### src/rtl/conv2_pkg.sv
// Shared types, widths and arithmetic helpers for the conv2 single-filter MAC.
// Widths are sized so that no intermediate sum can overflow for any 12-bit pixel / 8-bit weight mix.
package conv2_pkg;

    localparam int DATA_BIT = 12;
    localparam int KSIZE    = 5;
    localparam int NUM_CH   = 3;
    localparam int NTAP     = KSIZE * KSIZE;
    localparam int W_BIT    = 8;
    localparam int PROD_W   = DATA_BIT + W_BIT;
    localparam int PART_W   = PROD_W + $clog2(NTAP);
    localparam int TOT_W    = PART_W + 2;
    localparam int SHIFT    = 6;
    localparam int SAT_W    = 14;

    typedef logic signed [DATA_BIT-1:0] pixel_t;
    typedef logic signed [W_BIT-1:0]    weight_t;
    typedef logic signed [PROD_W-1:0]   prod_t;
    typedef logic signed [PART_W-1:0]   part_t;
    typedef logic signed [TOT_W-1:0]    total_t;
    typedef logic signed [SAT_W-1:0]    sat_t;

    localparam total_t SAT_MAX = TOT_W'(2 ** (SAT_W - 1) - 1);
    localparam total_t SAT_MIN = TOT_W'(-(2 ** (SAT_W - 1)));

    // Operands are widened first so the product is exact in PROD_W bits.
    function automatic prod_t mul_tap(pixel_t p, weight_t w);
        prod_t pe;
        prod_t we;
        pe = {{(PROD_W - DATA_BIT){p[DATA_BIT-1]}}, p};
        we = {{(PROD_W - W_BIT){w[W_BIT-1]}}, w};
        return pe * we;
    endfunction

    function automatic part_t sext_prod(prod_t p);
        return {{(PART_W - PROD_W){p[PROD_W-1]}}, p};
    endfunction

    function automatic total_t sext_part(logic [PART_W-1:0] p);
        return {{(TOT_W - PART_W){p[PART_W-1]}}, p};
    endfunction

    function automatic sat_t sat_shift(total_t tot);
        total_t sh;
        sh = tot >>> SHIFT;
        if (sh > SAT_MAX) begin
            sh = SAT_MAX;
        end else if (sh < SAT_MIN) begin
            sh = SAT_MIN;
        end
        return sh[SAT_W-1:0];
    endfunction

endpackage

### src/rtl/conv2_window_mac_if.sv
// Pixel-in / conv-pixel-out bundle of one conv2 filter; the producer drives the master side.
interface conv2_window_mac_if;
    import conv2_pkg::*;

    logic   valid_in;
    pixel_t pix_1;
    pixel_t pix_2;
    pixel_t pix_3;
    pixel_t conv_out;
    logic   valid_out;

    modport master (output valid_in, pix_1, pix_2, pix_3, input conv_out, valid_out);
    modport slave  (input valid_in, pix_1, pix_2, pix_3, output conv_out, valid_out);

endinterface

### src/rtl/conv2_line_window.sv
// One channel's raster shift buffer exposing a KSIZE x KSIZE window; taps are combinational off the buffer.
// Shifts only on shift_i, so input gaps simply freeze the window (no backpressure).
module conv2_line_window
    import conv2_pkg::*;
#(
    parameter int WIDTH = 12
) (
    input  logic                              clk,
    input  logic                              rst_n,
    input  logic                              shift_i,
    input  pixel_t                            pix_i,
    output logic [NTAP-1:0][DATA_BIT-1:0]     taps_o
);

    localparam int DEPTH = WIDTH * (KSIZE - 1) + KSIZE;

    // Entry 0 is the newest pixel; older pixels sit WIDTH entries per row further back.
    logic [DEPTH-1:0][DATA_BIT-1:0] shreg_q;

    always_ff @(posedge clk or posedge rst_n) begin
        if (rst_n) begin
            shreg_q <= '0;
        end else if (shift_i) begin
            shreg_q <= {shreg_q[DEPTH-2:0], pix_i};
        end
    end

    for (genvar r = 0; r < KSIZE; r++) begin : g_row
        for (genvar c = 0; c < KSIZE; c++) begin : g_col
            assign taps_o[r*KSIZE + c] = shreg_q[(KSIZE-1-r)*WIDTH + (KSIZE-1-c)];
        end
    end

endmodule

### src/rtl/conv2_window_mac.sv
// One conv2 output filter: 3-channel 5x5 window MAC, >>>6 saturate, >>>1 plus bias; valid_out 2 cycles after the completing pixel.
// No backpressure: valid_in gaps freeze buffers and counters, the output pipeline always drains.
module conv2_window_mac
    import conv2_pkg::*;
#(
    parameter int                              WIDTH   = 12,
    parameter int                              HEIGHT  = 12,
    parameter logic [NUM_CH*NTAP*W_BIT-1:0]    WEIGHTS = '0,
    parameter logic signed [W_BIT-1:0]         BIAS    = 8'sd0
) (
    input  logic                clk,
    input  logic                rst_n,
    conv2_window_mac_if.slave   bus
);

    localparam int COL_W = $clog2(WIDTH);
    localparam int ROW_W = $clog2(HEIGHT);
    localparam logic [COL_W-1:0] COL_LAST = COL_W'(WIDTH - 1);
    localparam logic [ROW_W-1:0] ROW_LAST = ROW_W'(HEIGHT - 1);
    localparam logic [COL_W-1:0] COL_WIN  = COL_W'(KSIZE - 1);
    localparam logic [ROW_W-1:0] ROW_WIN  = ROW_W'(KSIZE - 1);

    logic [COL_W-1:0] col_q, col_d;
    logic [ROW_W-1:0] row_q, row_d;
    logic             win_vld_d, win_vld_q;
    logic             s1_vld_q;
    logic             valid_out_q;
    pixel_t           conv_out_q, conv_d;

    logic [NUM_CH-1:0][DATA_BIT-1:0]          pix_ch;
    logic [NUM_CH-1:0][NTAP-1:0][DATA_BIT-1:0] taps;
    logic [NUM_CH-1:0][PART_W-1:0]            partial_d, partial_q;

    total_t total;
    sat_t   t_sat, t_half, t_bias;

    function automatic weight_t weight_at(int idx);
        return WEIGHTS[idx*W_BIT +: W_BIT];
    endfunction

    assign pix_ch = {bus.pix_3, bus.pix_2, bus.pix_1};

    for (genvar g = 0; g < NUM_CH; g++) begin : g_ch
        conv2_line_window #(.WIDTH(WIDTH)) u_win (
            .clk     (clk),
            .rst_n   (rst_n),
            .shift_i (bus.valid_in),
            .pix_i   (pix_ch[g]),
            .taps_o  (taps[g])
        );
    end

    always_comb begin
        col_d = col_q;
        row_d = row_q;
        if (bus.valid_in) begin
            if (col_q == COL_LAST) begin
                col_d = '0;
                row_d = (row_q == ROW_LAST) ? '0 : row_q + ROW_W'(1);
            end else begin
                col_d = col_q + COL_W'(1);
            end
        end
    end

    // Only fully-inside windows fire, so the buffer never mixes rows or frames.
    assign win_vld_d = bus.valid_in && (col_q >= COL_WIN) && (row_q >= ROW_WIN);

    always_comb begin
        partial_d = '0;
        for (int ch = 0; ch < NUM_CH; ch++) begin
            for (int t = 0; t < NTAP; t++) begin
                partial_d[ch] = partial_d[ch]
                              + sext_prod(mul_tap(taps[ch][t], weight_at(ch * NTAP + t)));
            end
        end
    end

    // Final bias add is done in 14 bits and truncated, so overflow wraps.
    always_comb begin
        total = '0;
        for (int ch = 0; ch < NUM_CH; ch++) begin
            total = total + sext_part(partial_q[ch]);
        end
        t_sat  = sat_shift(total);
        t_half = t_sat >>> 1;
        t_bias = t_half + {{(SAT_W - W_BIT){BIAS[W_BIT-1]}}, BIAS};
        conv_d = t_bias[DATA_BIT-1:0];
    end

    always_ff @(posedge clk or posedge rst_n) begin
        if (rst_n) begin
            col_q       <= '0;
            row_q       <= '0;
            win_vld_q   <= 1'b0;
            s1_vld_q    <= 1'b0;
            partial_q   <= '0;
            valid_out_q <= 1'b0;
            conv_out_q  <= '0;
        end else begin
            col_q       <= col_d;
            row_q       <= row_d;
            win_vld_q   <= win_vld_d;
            s1_vld_q    <= win_vld_q;
            valid_out_q <= s1_vld_q;
            if (win_vld_q) begin
                partial_q <= partial_d;
            end
            if (s1_vld_q) begin
                conv_out_q <= conv_d;
            end
        end
    end

    assign bus.conv_out  = conv_out_q;
    assign bus.valid_out = valid_out_q;

endmodule

### src/flat_wrapper.sv
// flat-port wrapper written by rule: the top's interface ports become plain ports
module conv2_window_mac_flat import conv2_pkg::*;
#(
    parameter int                              WIDTH   = 12,
    parameter int                              HEIGHT  = 12,
    parameter logic [NUM_CH*NTAP*W_BIT-1:0]    WEIGHTS = '0,
    parameter logic signed [W_BIT-1:0]         BIAS    = 8'sd0
)
  (clk, rst_n, bus_valid_in, bus_pix_1, bus_pix_2, bus_pix_3, bus_conv_out, bus_valid_out);
  conv2_window_mac_if bus_i ();
  input  logic clk;
  input  logic rst_n;
  input wire logic [$bits(bus_i.valid_in)-1:0] bus_valid_in;
  input wire logic [$bits(bus_i.pix_1)-1:0] bus_pix_1;
  input wire logic [$bits(bus_i.pix_2)-1:0] bus_pix_2;
  input wire logic [$bits(bus_i.pix_3)-1:0] bus_pix_3;
  output wire logic [$bits(bus_i.conv_out)-1:0] bus_conv_out;
  output wire logic [$bits(bus_i.valid_out)-1:0] bus_valid_out;
  assign bus_i.valid_in = bus_valid_in;
  assign bus_i.pix_1 = bus_pix_1;
  assign bus_i.pix_2 = bus_pix_2;
  assign bus_i.pix_3 = bus_pix_3;
  assign bus_conv_out = bus_i.conv_out;
  assign bus_valid_out = bus_i.valid_out;
  conv2_window_mac #(.WIDTH(WIDTH), .HEIGHT(HEIGHT), .WEIGHTS(WEIGHTS), .BIAS(BIAS)) u_core (.clk(clk), .rst_n(rst_n), .bus(bus_i));
endmodule
### config.mk
export PLATFORM = sky130hd
export DESIGN_NAME = conv2_window_mac_flat
export DESIGN_NICKNAME = d
export VERILOG_FILES = /design/src/rtl/conv2_pkg.sv /design/src/rtl/conv2_window_mac_if.sv /design/src/rtl/conv2_line_window.sv /design/src/rtl/conv2_window_mac.sv /design/src/flat_wrapper.sv
export SDC_FILE = /design/constraint.sdc
export NUM_CORES = 1
export LEC_CHECK = 0
export BUFFER_PORTS_ARGS = -buffer_cell sky130_fd_sc_hd__buf_2
export CAP_MARGIN = 20
export CORE_MARGIN = 10
export CORE_UTILIZATION = 36
export CTS_BUF_LIST = sky130_fd_sc_hd__clkbuf_4 sky130_fd_sc_hd__clkbuf_8 sky130_fd_sc_hd__clkbuf_16
export DETAILED_ROUTE_END_ITERATION = 10
export PLACE_DENSITY = 0.77
export SLEW_MARGIN = 20
export SYNTH_ARGS = -nofsm -noshare
export SYNTH_HDL_FRONTEND = slang
export SYNTH_SLANG_ARGS = --single-unit
### constraint.sdc
create_clock -name clk -period 1.7 [get_ports clk]
set_input_delay 0.255 -clock clk [delete_from_list [all_inputs] [get_ports clk]]
set_output_delay 0.255 -clock clk [all_outputs]
set_load 0.005 [all_outputs]
==> flow_metrics.tcl <==
set metrics [dict create \
    hold_violations 0 \
    htree_levels 1 \
    cts_buffers 3 \
    synth_xor_xnor_area_share_pct 1.46 \
    status "complete, no violations" \
    path_max_fanout 4 \
    drt-initial-drc-count 5 \
    synth-simple-area-share_pct 17.7 \
    detail-route-antenna-nets 0 \
    rsz0062_at_grt "no" \
    cts_sinks 11 \
    syn_area_um2 599 \
    yosys_register_bits 11 \
    post_cts_buffers 0 \
    cp-start-kind "flip-flop" \
    routed-via-count 385 \
    chipHeight_um 60.8 \
    grt_pass1_vias 348 \
    routabilityCongestion 0.724 \
    hpwlAfterDp_um 713 \
    grt_max_degree 12 \
    drc 0 \
    muxShareOfSynthArea_pct 6.26 \
    synth_compound_area_share_pct 6.89 \
    synthDistinctLibCells 20 \
    power.density_nw_per_um2 1380 \
    vdd_drop_max_mv 0.574 \
    switchingPower_uw 266 \
    via_per_inst 4.75 \
    critPathKind "flip-flop to flip-flop" \
    synth_top_family_by_area "simple AND/OR/NAND/NOR gates" \
    tritoncts "yes" \
    row_count 14 \
    min_path_type "input pin to flip-flop" \
    wl_um 883 \
    dp_cells 76 \
    portBuffers 3 \
    nFillCells 164 \
    finClkSkew_ps 1.20 \
    crit_required_ps 1850 \
    finalSetupTns_ps 0 \
    worst_skew_pair.late_latency_ps 260 \
    fin_crit_sh_pct 80.7 \
    grt.overflow.total 0 \
    die_area_um2 3700 \
    crit_arrival_ps 1520 \
    cts_root_buf "clkbuf_4" \
    num_antenna_cells 0 \
    max_freq_mhz 729 \
    synth_area_per_cell_um2 10.2 \
    slew_viol_final 0 \
    pwr-share-clk_pct 22.0 \
    initial_core_util_pct 38.9 \
    design.core.area_um2 1540 \
    yosys.area_share.adder_pct 4.18 \
    layout-drive-gt1-share_pct 18.5 \
    setup_viol_count_final 0 \
    p_leak_uw 0.000303 \
    internal_power_uw 585 \
    pwr-share-comb_pct 26.4 \
    die_x_um 60.8 \
    cts_buffer_depth 2 \
    area_growth_syn_to_layout_pct 3.13 \
    drtPass1Iterations 2 \
    yosysSeqAreaShare_pct 45.9 \
    final_nets 107 \
    wl_per_cell_um 10.9 \
    swShare_pct 31.2 \
    io_pins 52 \
    clk_pin_slew_worst_paths_ps 60 \
    grt_pass1_wl_um 1430 \
    syn_inst 59 \
    yosysWarnings 0 \
    final_cells 81 \
    antenna_found_initial 0 \
    track_usage_pct 5.46 \
    cp-end-kind "flip-flop" \
    min_period_ps 1370 \
    drv_cap 0 \
    pwr-share-seq_pct 51.5 \
]
[metrics by stage]
step | area (µm²) | worst slack, ps | hold slack (ps) | util [%] | power, µW
2_1_floorplan | 641 | 392 | 107 | - | 633
3_3_place_gp | 578 | 348 | 256 | 37.5 | 653
3_5_place_dp | 578 | 340 | 263 | 37.5 | 674
4_1_cts | 618 | 329 | 312 | 40.1 | 869
5_1_grt | 618 | 278 | 316 | 40.1 | 931
6_report | 618 | 328 | 321 | 40.1 | 851
[power by group through the flow]
stage / combinational, µW / sequential, µW / clock (µW)
after floorplan: 207 / 426 / 0
after global placement: 214 / 439 / 0
after detailed placement: 227 / 447 / 0
after CTS: 230 / 441 / 198
after global routing: 261 / 460 / 211
final: 225 / 438 / 187
[cells in the final DEF, fill, tap and decap left out]
master,Yosys,final
o21ai_0,5,5
nand2_2,1,1
xnor2_1,1,1
mux2_2,2,2
ha_1,2,2
nand4b_1,1,1
nand2b_1,1,1
nor2_1,4,4
nand3_1,1,1
clkbuf_4,0,4
conb_1,1,12
a21boi_0,1,1
and4b_4,1,1
and4b_1,1,1
nand2_1,9,9
dfrtp_1,11,11
dlygate4sd3_1,0,1
nor3b_1,1,1
inv_1,1,1
buf_2,0,3
mux2_4,1,1
o311ai_1,1,1
[flip-flops by register name, summed over array words and instances (netlist names)]
name and count:
u_core.row_q 4, u_core.bus.valid_out 1, u_core.win_vld_q 1, u_core.col_q 4
u_core.s1_vld_q 1
[synth_stat cells]
cell	n	area (µm²)
buf_4	13	97.6
dfrtp_1	11	275
nand2_1	9	33.8
o21ai_0	5	25.0
nor2_1	4	15.0
ha_1	2	25.0
mux2_2	2	22.5
a21boi_0	1	7.51
and4b_1	1	10.0
and4b_4	1	13.8
conb_1	1	3.75
inv_1	1	3.75
mux2_4	1	15.0
nand2_2	1	6.26
nand2b_1	1	6.26
nand3_1	1	5.00
nand4b_1	1	8.76
nor3b_1	1	7.51
o311ai_1	1	8.76
xnor2_1	1	8.76
[metal layers]
layer  GRT usage (%)  share of wire, %  vias up
met5               0                 0        -
met4            3.76               2.3        0
met2            7.86                48       11
met1            5.22                41      183
li1                -                 -      187
met3            4.38               7.9        4
[path summary, 6_finish.rpt]
path / from / to / slack, ps / depth (start not counted)
worst max-delay path: u_core.col_q[0] / u_core.row_q[2] / 330 / 4
worst min-delay path: bus_valid_in / u_core.win_vld_q / 320 / 2
worst max register to register: u_core.col_q[0] / u_core.row_q[2] / 330 / 4
worst min register to register: u_core.win_vld_q / u_core.s1_vld_q / 350 / 0
max in group asynchronous: rst_n / u_core.row_q[3] / 890 / 3
min in group asynchronous: rst_n / u_core.col_q[1] / 520 / 3
[final cells by class]
cell class,count,area [µm²],share of cell area (%)
repair buffers,4,25.0,4.05
multi-input cells,45,264,42.7
inverters,1,3.75,0.607
flip-flops and latches,11,275,44.5
clock buffers,4,30.0,4.86
well taps,16,20.0,3.24
[cell families after synthesis]
logic type | after synthesis
flip-flops | 11
other | 1
AO/OA/AOI/OAI | 7
AND/OR/NAND/NOR | 20
XOR/XNOR | 1
multiplexers | 3
buffers and inverters | 14
adder cells (fa/ha/maj) | 2
[critical path: stages, from the launching register on]
cell	delay, ps
dfrtp_1	420
ha_1	250
and4b_4	230
nand2_2	70
mux2_4	280
[what timing repair did]
action                                 in CTS  in global routing
gates resized for setup                     0                  0
endpoints found under the hold margin      11                  0
hold buffers                                1                  0
Power figures use the tool's default switching activity.
